==> src/rtl/store_dmem_rmw.sv <==
// Purpose : LSU store path into a word-wide dmem without byte enables; sub-word stores are read-modify-write.
// Latency : word store done at T+1 after accept; byte/half store done at T+2+MEM_RD_LAT; reject pulse at T+1.
// Backpr. : i_req_valid is accepted only in IDLE (o_req_ready=1); o_req_ready stays low until the sequence ends.
//
// Ports
//   i_clk, i_rst            clock, synchronous active-high reset
//   i_req_valid/o_req_ready store request handshake
//   i_req_addr              byte address (bits above ADDR_W+1 wrap)
//   i_req_accessmode        00 byte, 01 half, 10 word, 11 illegal
//   i_req_data              right-justified store data
//   o_done                  one-cycle pulse, store committed
//   o_misaligned            one-cycle pulse, request rejected without memory access
//   o_mem_addr/o_mem_re     dmem word address and read strobe
//   i_mem_rdata             dmem read data, valid MEM_RD_LAT cycles after o_mem_re
//   o_mem_we/o_mem_wdata    dmem full-word write strobe and data
//   o_mem_be                lanes modified by the write (trace only)

module store_dmem_rmw #(
    parameter int ADDR_W     = 10,
    parameter int MEM_RD_LAT = 1
) (
    input  logic              i_clk,
    input  logic              i_rst,
    input  logic              i_req_valid,
    output logic              o_req_ready,
    input  logic [31:0]       i_req_addr,
    input  logic [1:0]        i_req_accessmode,
    input  logic [31:0]       i_req_data,
    output logic              o_done,
    output logic              o_misaligned,
    output logic [ADDR_W-1:0] o_mem_addr,
    output logic              o_mem_re,
    input  logic [31:0]       i_mem_rdata,
    output logic              o_mem_we,
    output logic [31:0]       o_mem_wdata,
    output logic [3:0]        o_mem_be
);

    localparam logic [1:0] MODE_BYTE = 2'b00;
    localparam logic [1:0] MODE_HALF = 2'b01;
    localparam logic [1:0] MODE_WORD = 2'b10;

    // Counter only needs to hold MEM_RD_LAT-1.
    localparam int              CNT_W    = (MEM_RD_LAT > 1) ? $clog2(MEM_RD_LAT) : 1;
    localparam logic [CNT_W-1:0] CNT_INIT = CNT_W'(MEM_RD_LAT - 1);

    typedef enum logic [2:0] {
        S_IDLE  = 3'd0,
        S_READ  = 3'd1,
        S_WAIT  = 3'd2,
        S_WRITE = 3'd3,
        S_ERR   = 3'd4
    } state_t;

    state_t              r_state;
    state_t              w_state_nxt;

    logic [ADDR_W-1:0]   r_waddr;
    logic [1:0]          r_lane;
    logic [1:0]          r_mode;
    logic [15:0]         r_sdata;
    logic [31:0]         r_wdata;
    logic [3:0]          r_be;
    logic [CNT_W-1:0]    r_cnt;

    logic                w_accept;
    logic                w_misalign;
    logic                w_rd_done;
    logic [3:0]          w_be_acc;
    logic [31:0]         w_merged;

    // Upper address bits are intentionally dropped so the memory wraps.
    logic                w_unused_addr;
    assign w_unused_addr = &{1'b0, i_req_addr[31:ADDR_W+2]};

    assign w_accept  = i_req_valid && (r_state == S_IDLE);
    assign w_rd_done = (r_state == S_WAIT) && (r_cnt == '0);

    always_comb begin
        w_misalign = 1'b0;
        case (i_req_accessmode)
            MODE_BYTE: w_misalign = 1'b0;
            MODE_HALF: w_misalign = i_req_addr[0];
            MODE_WORD: w_misalign = (i_req_addr[1:0] != 2'b00);
            default:   w_misalign = 1'b1;
        endcase
    end

    // Lane mask computed at accept so the write cycle only replays registers.
    always_comb begin
        w_be_acc = 4'b1111;
        case (i_req_accessmode)
            MODE_BYTE: w_be_acc = 4'b0001 << i_req_addr[1:0];
            MODE_HALF: w_be_acc = i_req_addr[1] ? 4'b1100 : 4'b0011;
            default:   w_be_acc = 4'b1111;
        endcase
    end

    // Overlay the stored byte/half onto the word just read back.
    always_comb begin
        w_merged = i_mem_rdata;
        case (r_mode)
            MODE_BYTE: w_merged[{r_lane, 3'b000} +: 8]     = r_sdata[7:0];
            MODE_HALF: w_merged[{r_lane[1], 4'b0000} +: 16] = r_sdata;
            default:   w_merged = i_mem_rdata;
        endcase
    end

    // ---------------------------------------------------------------- FSM
    always_ff @(posedge i_clk) begin
        if (i_rst) begin
            r_state <= S_IDLE;
        end else begin
            r_state <= w_state_nxt;
        end
    end

    always_comb begin
        w_state_nxt = r_state;
        case (r_state)
            S_IDLE: begin
                if (i_req_valid) begin
                    if (w_misalign) begin
                        w_state_nxt = S_ERR;
                    end else if (i_req_accessmode == MODE_WORD) begin
                        w_state_nxt = S_WRITE;
                    end else begin
                        w_state_nxt = S_READ;
                    end
                end
            end
            S_READ:  w_state_nxt = S_WAIT;
            S_WAIT:  w_state_nxt = (r_cnt == '0) ? S_WRITE : S_WAIT;
            S_WRITE: w_state_nxt = S_IDLE;
            S_ERR:   w_state_nxt = S_IDLE;
            default: w_state_nxt = S_IDLE;
        endcase
    end

    // Strobes are gated by i_rst so a reset landing mid-RMW suppresses
    // the write in the very cycle it is asserted.
    always_comb begin
        o_req_ready  = (r_state == S_IDLE);
        o_done       = 1'b0;
        o_misaligned = 1'b0;
        o_mem_re     = 1'b0;
        o_mem_we     = 1'b0;
        o_mem_addr   = '0;
        o_mem_wdata  = '0;
        o_mem_be     = '0;
        if (!i_rst) begin
            case (r_state)
                S_READ: begin
                    o_mem_re   = 1'b1;
                    o_mem_addr = r_waddr;
                end
                S_WRITE: begin
                    o_mem_we    = 1'b1;
                    o_done      = 1'b1;
                    o_mem_addr  = r_waddr;
                    o_mem_wdata = r_wdata;
                    o_mem_be    = r_be;
                end
                S_ERR: begin
                    o_misaligned = 1'b1;
                end
                default: begin
                end
            endcase
        end
    end

    // ----------------------------------------------------------- datapath
    always_ff @(posedge i_clk) begin
        if (i_rst) begin
            r_waddr <= '0;
            r_lane  <= '0;
            r_mode  <= '0;
            r_sdata <= '0;
            r_wdata <= '0;
            r_be    <= '0;
            r_cnt   <= '0;
        end else begin
            if (w_accept) begin
                r_waddr <= i_req_addr[ADDR_W+1:2];
                r_lane  <= i_req_addr[1:0];
                r_mode  <= i_req_accessmode;
                r_sdata <= i_req_data[15:0];
                r_be    <= w_be_acc;
                // Word stores write this directly; sub-word stores overwrite it with the merge.
                r_wdata <= i_req_data;
            end
            if (r_state == S_READ) begin
                r_cnt <= CNT_INIT;
            end else if ((r_state == S_WAIT) && (r_cnt != '0)) begin
                r_cnt <= r_cnt - CNT_W'(1);
            end
            if (w_rd_done) begin
                r_wdata <= w_merged;
            end
        end
    end

endmodule
==> config.mk <==
export PLATFORM = sky130hd
export DESIGN_NAME = store_dmem_rmw
export DESIGN_NICKNAME = d
export VERILOG_FILES = /design/src/rtl/store_dmem_rmw.sv
export SDC_FILE = /design/constraint.sdc
export NUM_CORES = 1
export LEC_CHECK = 0
export BUFFER_PORTS_ARGS = -buffer_cell sky130_fd_sc_hd__buf_2
export CAP_MARGIN = 20
export CORE_AREA = 5 5 129 70
export CTS_CLUSTER_DIAMETER = 30
export CTS_CLUSTER_SIZE = 8
export DETAILED_ROUTE_END_ITERATION = 6
export DIE_AREA = 0 0 134 75
export PLACE_DENSITY = 0.92
export SYNTH_ARGS = -nofsm -noshare
export SYNTH_HDL_FRONTEND = slang
export SYNTH_SLANG_ARGS = --single-unit
==> constraint.sdc <==
create_clock -name i_clk -period 6.5 [get_ports i_clk]
set_input_delay 0.65 -clock i_clk [delete_from_list [all_inputs] [get_ports i_clk]]
set_output_delay 0.65 -clock i_clk [all_outputs]
set_load 0.05 [all_outputs]
---- Word level (Yosys, flattened, before mapping) ----
Index checks and enable logic that the tools add are counted.
cells by class
  add/sub/neg operators ................... 3
  eq/ne operators ......................... 8
  shift-type cells ........................ 5
  multiplexer cells ....................... 25
  bitwise logic cells ..................... 1
  reduce and logical (&&, ||, !) cells .... 10
operator list
  operator                   count
  $mux W32                   4
  $bwmux W32                 2
  $pmux W32 S2               1
  $shift A16 B7 Y32 const A  1
  $shift A8 B7 Y32 const A   1
  $shiftx A16 B7 Y32         1
  $shiftx A8 B7 Y32          1
  $mux W10                   2
  $neg A5 Y7                 2
  $mux W4                    3
  $pmux W3 S3                1
  $pmux W4 S2                1
  $mux W1                    7
  $eq A3 B2 Y1 const B       2
  $mux W3                    2
  $eq A2 B1 Y1 const B       2
  $logic_not A2 Y1           2
  $reduce_bool A2 Y1         2
  $reduce_or A2 Y1           2
  $shl A1 B2 Y4 const A      1
  $eq A3 B1 Y1 const B       1
  $eq A3 B3 Y1 const B       1
  $logic_and A1 B1 Y1        3
  $logic_not A3 Y1           1
  6 further kinds            6
storage, ports and cells
  register bits ........................... 70
  input port bits ......................... 101
  logic and storage cells ................. 60

---- Longest topological paths before layout ----
Gate-level depths: netlist (run 1).
  word-level depth ........................ 5
  depth in mapped cells ................... 8
  depth with buffers taken out ............ 6

---- Worst setup path before layout (run 1) ----
Ideal clock, no wire load.
  path type ............................... input port to output port
  start ................................... input port i_rst
  end ..................................... output port o_misaligned
  arrival ................................. 2.655 ns
  path slack .............................. 3.195 ns
  cell stages on the path ................. 3
  buffers on the path ..................... 2
  cells stage by stage .................... clkbuf_1 -> clkbuf_1 -> nor4b_1
between the ends
  word-level cells in the longest chain between the ends .. 1
ends and longest elaborated chain
  what             line  text
  start, declared  23    input logic i_rst,
  $mux W1          151   if (!i_rst) begin
  end, declared    30    output logic o_misaligned,
No other way between the ends.

---- Final worst setup path (run 1) ----
  start ................................... input port i_rst
  end ..................................... output port o_mem_wdata[26]
between the ends
  word-level cells in the longest chain between the ends .. 1
ends and longest elaborated chain
  what           line  text
  $mux W32       151
  end, declared  35    output logic [31:0] o_mem_wdata,
No other way between the ends.

==> reports/results.ini, run 1 <==
[outcome]
outcome=finished clean

[grt]
grt_usage_pct=25.4
grt_overflow=0
grt_pass1_vias=4066
antenna_found_initial=0
grt_max_degree=73
grt_pass1_wl_um=20300

[worst_setup_path]
startpoint_type=primary input
cp_max_fo=72
crit_buf_inv=4
reg2regPathDepth=6
path_cells=buf_2 -> buf_4 -> nor3b_2 -> buf_4 -> and3_1 -> buf_2
worstPathArrival_ns=2.91
crit_slowest_cell=nor3b_2
reg2reg_from=r_lane[1]
path_class=primary input to output pin
cp.depth=6
cp_top_family=buffers and inverters
crit_required_ns=5.85
r2r-end=r_wdata[13]
max_stage_delay_ns=0.88
end_kind=output pin
r2r_setup_slack_ns=3.11

[layout]
area_delta_synth_final_pct=23.8
fin_nets=721
finalInstanceArea_um2=4910
layout-drive-gt1-share_pct=26.8
diodes=0
nFillCells=682
finalNonFillerCells=720

[logic_synthesis]
yosysTopAreaCell=dfxtp_1
synth_edf_count=0
post-synth-top-count-cell=nand2_1
syn_avg_cell_area_um2=7.65
synthDistinctLibCells=49
synthFlopType=dfxtp_1
synthesis.nets=624
ys_seq_area_share_pct=35.4
syn_area_um2=3960
yosys_warnings=0
synth.ff_latch_count=70
synth_top_area_share_pct=35.4
synthCells=518
synth_area_leaders=dfxtp_1 35%, nand2_1 10%, a21oi_1 7.3%
netlist_top_cells_count=108 x nand2_1, 70 x dfxtp_1, 58 x a21oi_1, 40 x and3_1, 35 x clkbuf_1
async_reset_ff_share_pct=0

[cts]
postCtsSetupBuffers=0
clk_path_buf_depth=2
cts.hold.buffers_added=0
tritoncts=built
cts_made_buffers=9
clock_latency_ns=0.33
clock_sinks=70
clock-root-buffer=clkbuf_16
ctsResizeCount=0
clk_pin_slew_ns=0.05
htree_levels=3

[floorplanning]
row_count=23
coreArea_um2=7740
pin_count=152
dieWidth_um=134
initial_utilization_pct=51.2
die_h_um=75
fp.dieArea_um2=10100

[place]
dp_cells=703
hpwl_um=8990
gp_congestion=0.847
post_dp_cell_area_um2=4570
port_buffers=131

[route]
drtIter0Drc=478
drt_pre_antenna_iters=7
final_antenna_net_count=0
via_count=4386
wl_um=12900
drc=0
avgViaCountPerCell=6.09
wl_per_cell_um=17.9

[hold_path]
holdPathStages=2
hold_path_startpoint=r_waddr[9]
min_to=r_waddr[9]
hold_path_class=flop to flop

[power]
ir_worst_vdd_mv=0.157
fin_total_pwr_w=0.00134
p_per_area_nw_per_um2=272
leakagePower_nw=2.27

[timing]
tightest_slew_ns=1.08
rsz0062_at_grt=false
min_period_ns=3.56
slew_viol_final=0
fmax_ghz=0.281
hold_violations=0
period_share_pct=54.7
skew_ns=0.00479
max-slew-margin-rel_pct=27.8
finalSetupViolations=0
tns_ns=0

[run]
max-cap-violations=0

## tightest hold or removal path: stages (launching register included)
cell     delay [ns]
dfxtp_1        0.30
nand2_1        0.05
a21oi_1        0.05
## per-stage QoR
| step | setup WS [ns] | hold WS [ns] | utilization, % |
|---|---|---|---|
| finish | 2.94 | 0.453 | 63.4 |
| floorplan | 3.20 | 0.432 | - |
| global route | 2.77 | 0.478 | 63.4 |
| global placement | 3.06 | 0.438 | 59.0 |
| CTS | 2.99 | 0.452 | 63.3 |
| detailed placement | 3.00 | 0.444 | 59.0 |
## power by group
group	internal [W]	switching (W)	leakage, nW
Combinational	0.000101	0.000165	1.53
Sequential	0.000478	0.0000471	0.576
Clock	0.000357	0.000188	0.162
Total	0.000935	0.000400	2.27
## worst max-delay path by stage
| stage | start | endpoint | slack [ns] |
|---|---|---|---|
| CTS | i_rst | o_mem_wdata[12] | 2.99 |
| detailed placement | i_rst | o_mem_wdata[12] | 3.00 |
| global placement | i_rst | o_mem_wdata[10] | 3.06 |
| global route | i_rst | o_mem_wdata[12] | 2.77 |
| finish | i_rst | o_mem_wdata[26] | 2.94 |
| floorplan | i_rst | o_misaligned | 3.20 |
## cells by family after synthesis
group	count (synthesis)	share of synthesized area, %
buf+inv	55	6.12
compound gates	164	28.3
flops	70	35.4
xor+xnor	1	0.221
mux	1	0.253
fa+ha+maj	5	1.58
simple gates	222	28.2
## cell type report
class                      count  area, µm²  share of cell area (%)
sequential                    70       1400                    28.6
inverter                       4       15.0                   0.306
timing repair buffer         137        698                    14.2
clock inverter                 5       81.3                    1.66
multi-input combinational    393       2330                    47.6
clock buffer                  11        253                    5.15
tap                          100        125                    2.55
## routing by layer
metal / vias to the layer above / part of all wire, % / global-route usage, %
met3: 39 / 10 / 7.14
met2: 248 / 44 / 39.9
met1: 2036 / 44 / 34.2
li1: 2063 / - / -
met5: - / 0 / 0
met4: 0 / 2.1 / 8.44
## cells in the final DEF (no fill, tap or decap), drive strengths merged, types with 4 or more instances in the layout
cell type    n
nand2      108
a22o         8
nand2b      11
nand3       19
a31o         5
and2        12
a221oi      13
a31oi       13
a32oi        5
and3        40
buf        137
o22ai        5
a21oi       58
o21ai       12
nor3         6
a221o       11
nor2b        6
a21boi      16
clkbuf      11
nor2         9
dfxtp       70
inv          4
ha           5
## flip-flops by register name, indices dropped and copies added, names as in the netlist
signal / flops
r_wdata: 32
r_sdata: 16
r_waddr: 10
r_be: 4
r_state: 3
r_lane: 2
r_mode: 2
r_cnt: 1
Power figures use the tool's default switching activity.
==> inputs of run 2 (changes only) <==
- CORE_AREA: 5 5 129 70 -> 5 5 134 72
- DIE_AREA: 0 0 134 75 -> 0 0 139 77
- PLACE_DENSITY: 0.92 -> 0.87
- clock period: 6.5 -> 3.46 ns (I/O delays scaled with it)
==> run 2 against run 1 <==
  * Power is 81% higher
  * Via count is 0.34% higher
  * Clock skew grew 0.0014 ns
  * Largest cell class unchanged
  * Highest routed layer is now met5
==> reports/results.ini, run 2 (synthesis results as in run 1) <==
[route]
avgViaCountPerCell=5.94  ; was 6.09
drt_pre_antenna_iters=6  ; was 7
drc=0  ; unchanged
via_count=4401  ; was 4386
drtIter0Drc=401  ; was 478
wl_per_cell_um=17.8  ; was 17.9 µm
final_antenna_net_count=0  ; unchanged
wl_um=13200  ; was 12900 µm

[timing]
finalSetupViolations=0  ; unchanged
hold_violations=0  ; unchanged
fmax_ghz=0.368
fin_ws_ns=0.743  ; was 2.94 ns
tightest_slew_ns=0.770  ; was 1.08 ns
tns_ns=0  ; unchanged
min_period_ns=2.72
period_share_pct=78.5
max-slew-margin-rel_pct=48.5  ; was 27.8%
slew_viol_final=0  ; unchanged
skew_ns=0.00624  ; was 0.00479 ns
rsz0062_at_grt=false  ; unchanged

[layout]
largest_reg_flops=32  ; unchanged
seqCellArea_um2=1400  ; unchanged
final_common_cell=buf_2  ; unchanged
mostFrequentLayoutCells=131 x buf_2, 108 x nand2_1, 70 x dfxtp_1, 58 x a21oi_1, 40 x and3_1  ; was 132 x buf_2, 108 x nand2_1, 70 x dfxtp_1, 58 x a21oi_1, 40 x and3_1
fin_nets=726  ; was 721
layout-drive-gt1-share_pct=27.2  ; was 26.8%
finalNonFillerCells=741  ; was 720
area_delta_synth_final_pct=24.5  ; was 23.8%
diodes=0  ; unchanged
post-route-util_pct=58.7  ; was 63.4%
largestRegisters=r_wdata x32, r_sdata x16, r_waddr x10  ; unchanged
multiInputGateArea_um2=2330  ; unchanged
regMostFlops=r_wdata  ; unchanged
nFillCells=779  ; was 682

[grt]
grt_overflow=0  ; unchanged
antenna_found_initial=2  ; was 0
globalRouteMet2Util_pct=35.9  ; was 39.9%
top_usage_layer=met2  ; unchanged
grt_pass1_wl_um=21300  ; was 20300 µm
grt_max_degree=72  ; was 73
grt_usage_pct=23.9  ; was 25.4%
grtUsageMet3_pct=8.02  ; was 7.14%
grt_pass1_vias=4202  ; was 4066
grtUsageMet1_pct=33.6  ; was 34.2%

[cts]
clk_path_buf_depth=2  ; unchanged
htree_levels=3  ; unchanged
clock_sinks=70  ; unchanged
clock_latency_ns=0.34  ; was 0.33 ns
cts_made_buffers=9  ; unchanged
ctsResizeCount=0  ; unchanged
tritoncts=built  ; unchanged
clock-root-buffer=clkbuf_16  ; unchanged
cts.hold.buffers_added=0  ; unchanged
clk_pin_slew_ns=0.06  ; was 0.05 ns
postCtsSetupBuffers=0  ; unchanged

[power]
power.switching_w=0.000770  ; was 0.000400 W
p_per_area_nw_per_um2=490  ; was 272 nW/µm²
leakagePower_nw=2.28  ; was 2.27 nW
power.internal_w=0.00165  ; was 0.000935 W
ir_worst_vdd_mv=0.245  ; was 0.157 mV
pwr-share-clk_pct=38.1  ; was 40.8%
p_comb_share_pct=21.5  ; was 19.9%
swShare_pct=31.8  ; was 30.0%
share_seq_of_total_power_pct=40.3  ; was 39.3%

[floorplanning]
fp.dieArea_um2=10700  ; was 10100 µm²
row_count=24  ; was 23
dieWidth_um=139  ; was 134 µm
pin_count=152  ; unchanged
die_h_um=77  ; was 75 µm
coreArea_um2=8410  ; was 7740 µm²
initial_utilization_pct=47.1  ; was 51.2%

[place]
place_ws_ns=0.947  ; was 3.00 ns
port_buffers=131  ; unchanged
dp_cells=726  ; was 703
hpwl_um=9320  ; was 8990 µm
gp_congestion=0.888  ; was 0.847

[worst_setup_path]
startpoint_type=flop  ; was primary input
crit_required_ns=3.11  ; was 5.85 ns
end_kind=output pin  ; unchanged
worstPathArrival_ns=2.37  ; was 2.91 ns
path_class=flop to output pin  ; was primary input to output pin
cp_max_fo=38  ; was 72

[outcome]
outcome=finished clean  ; unchanged

[hold_path]
hold_path_class=primary input to flop  ; was flop to flop

[run]
max-cap-violations=0  ; unchanged

## run 2: changes by cell type in the layout (fill, tap and decap cells not counted), sizes merged
cell      previous run  this run
clkinv               2         3
bufinv               2         1
clkinvlp             1         2
clkbuf              11         9
buf                137       142
## run 2: worst max-delay path: stages, from the launching register on
cell	delay [ns]
dfxtp_1	0.55
nor3b_2	0.55
buf_4	0.42
and3_1	0.24
buf_2	0.27
## run 2: path summary, 6_finish.rpt
kind / cells past startpoint / endpoint / slack (ns) / start
worst max-delay path: 4 / o_mem_wdata[16] / 0.74 / r_state[0]
worst min-delay path: 2 / r_wdata[5] / 0.24 / i_mem_rdata[5]
worst max register to register: 5 / r_wdata[1] / 0.90 / r_state[1]
worst min register to register: 2 / r_waddr[2] / 0.45 / r_waddr[2]
## run 2: final cells by class
class | count | share of cell area, %
multi-input combinational | 393 | 47.3
sequential | 70 | 28.4
timing repair buffer | 142 | 15.2
clock buffer | 9 | 4.56
tap | 117 | 2.97
clock inverter | 6 | 1.29
inverter | 4 | 0.304
## run 2: routing by layer
layer | vias to the layer above | routed length [µm]
met2 | 265 | 5620
met1 | 2040 | 5830
li1 | 2069 | -
met5 | - | 34
met3 | 23 | 1530
met4 | 4 | 170
## run 2: power groups by stage
stage	sequential [W]	clock (W)	combinational, W
floorplan	0.000951	0	0.000378
global placement	0.000982	0	0.000490
detailed placement	0.000988	0	0.000511
CTS	0.000972	0.000929	0.000513
global route	0.000984	0.000967	0.000574
finish	0.000976	0.000923	0.000521
## run 2: through the flow
step	cell area, µm²	hold slack, ns	total power (W)
after floorplan	3960	0.432	0.00133
after global placement	4650	0.438	0.00147
after detailed placement	4650	0.444	0.00150
after CTS	4940	0.232	0.00241
after global routing	4940	0.233	0.00252
final	4940	0.239	0.00242
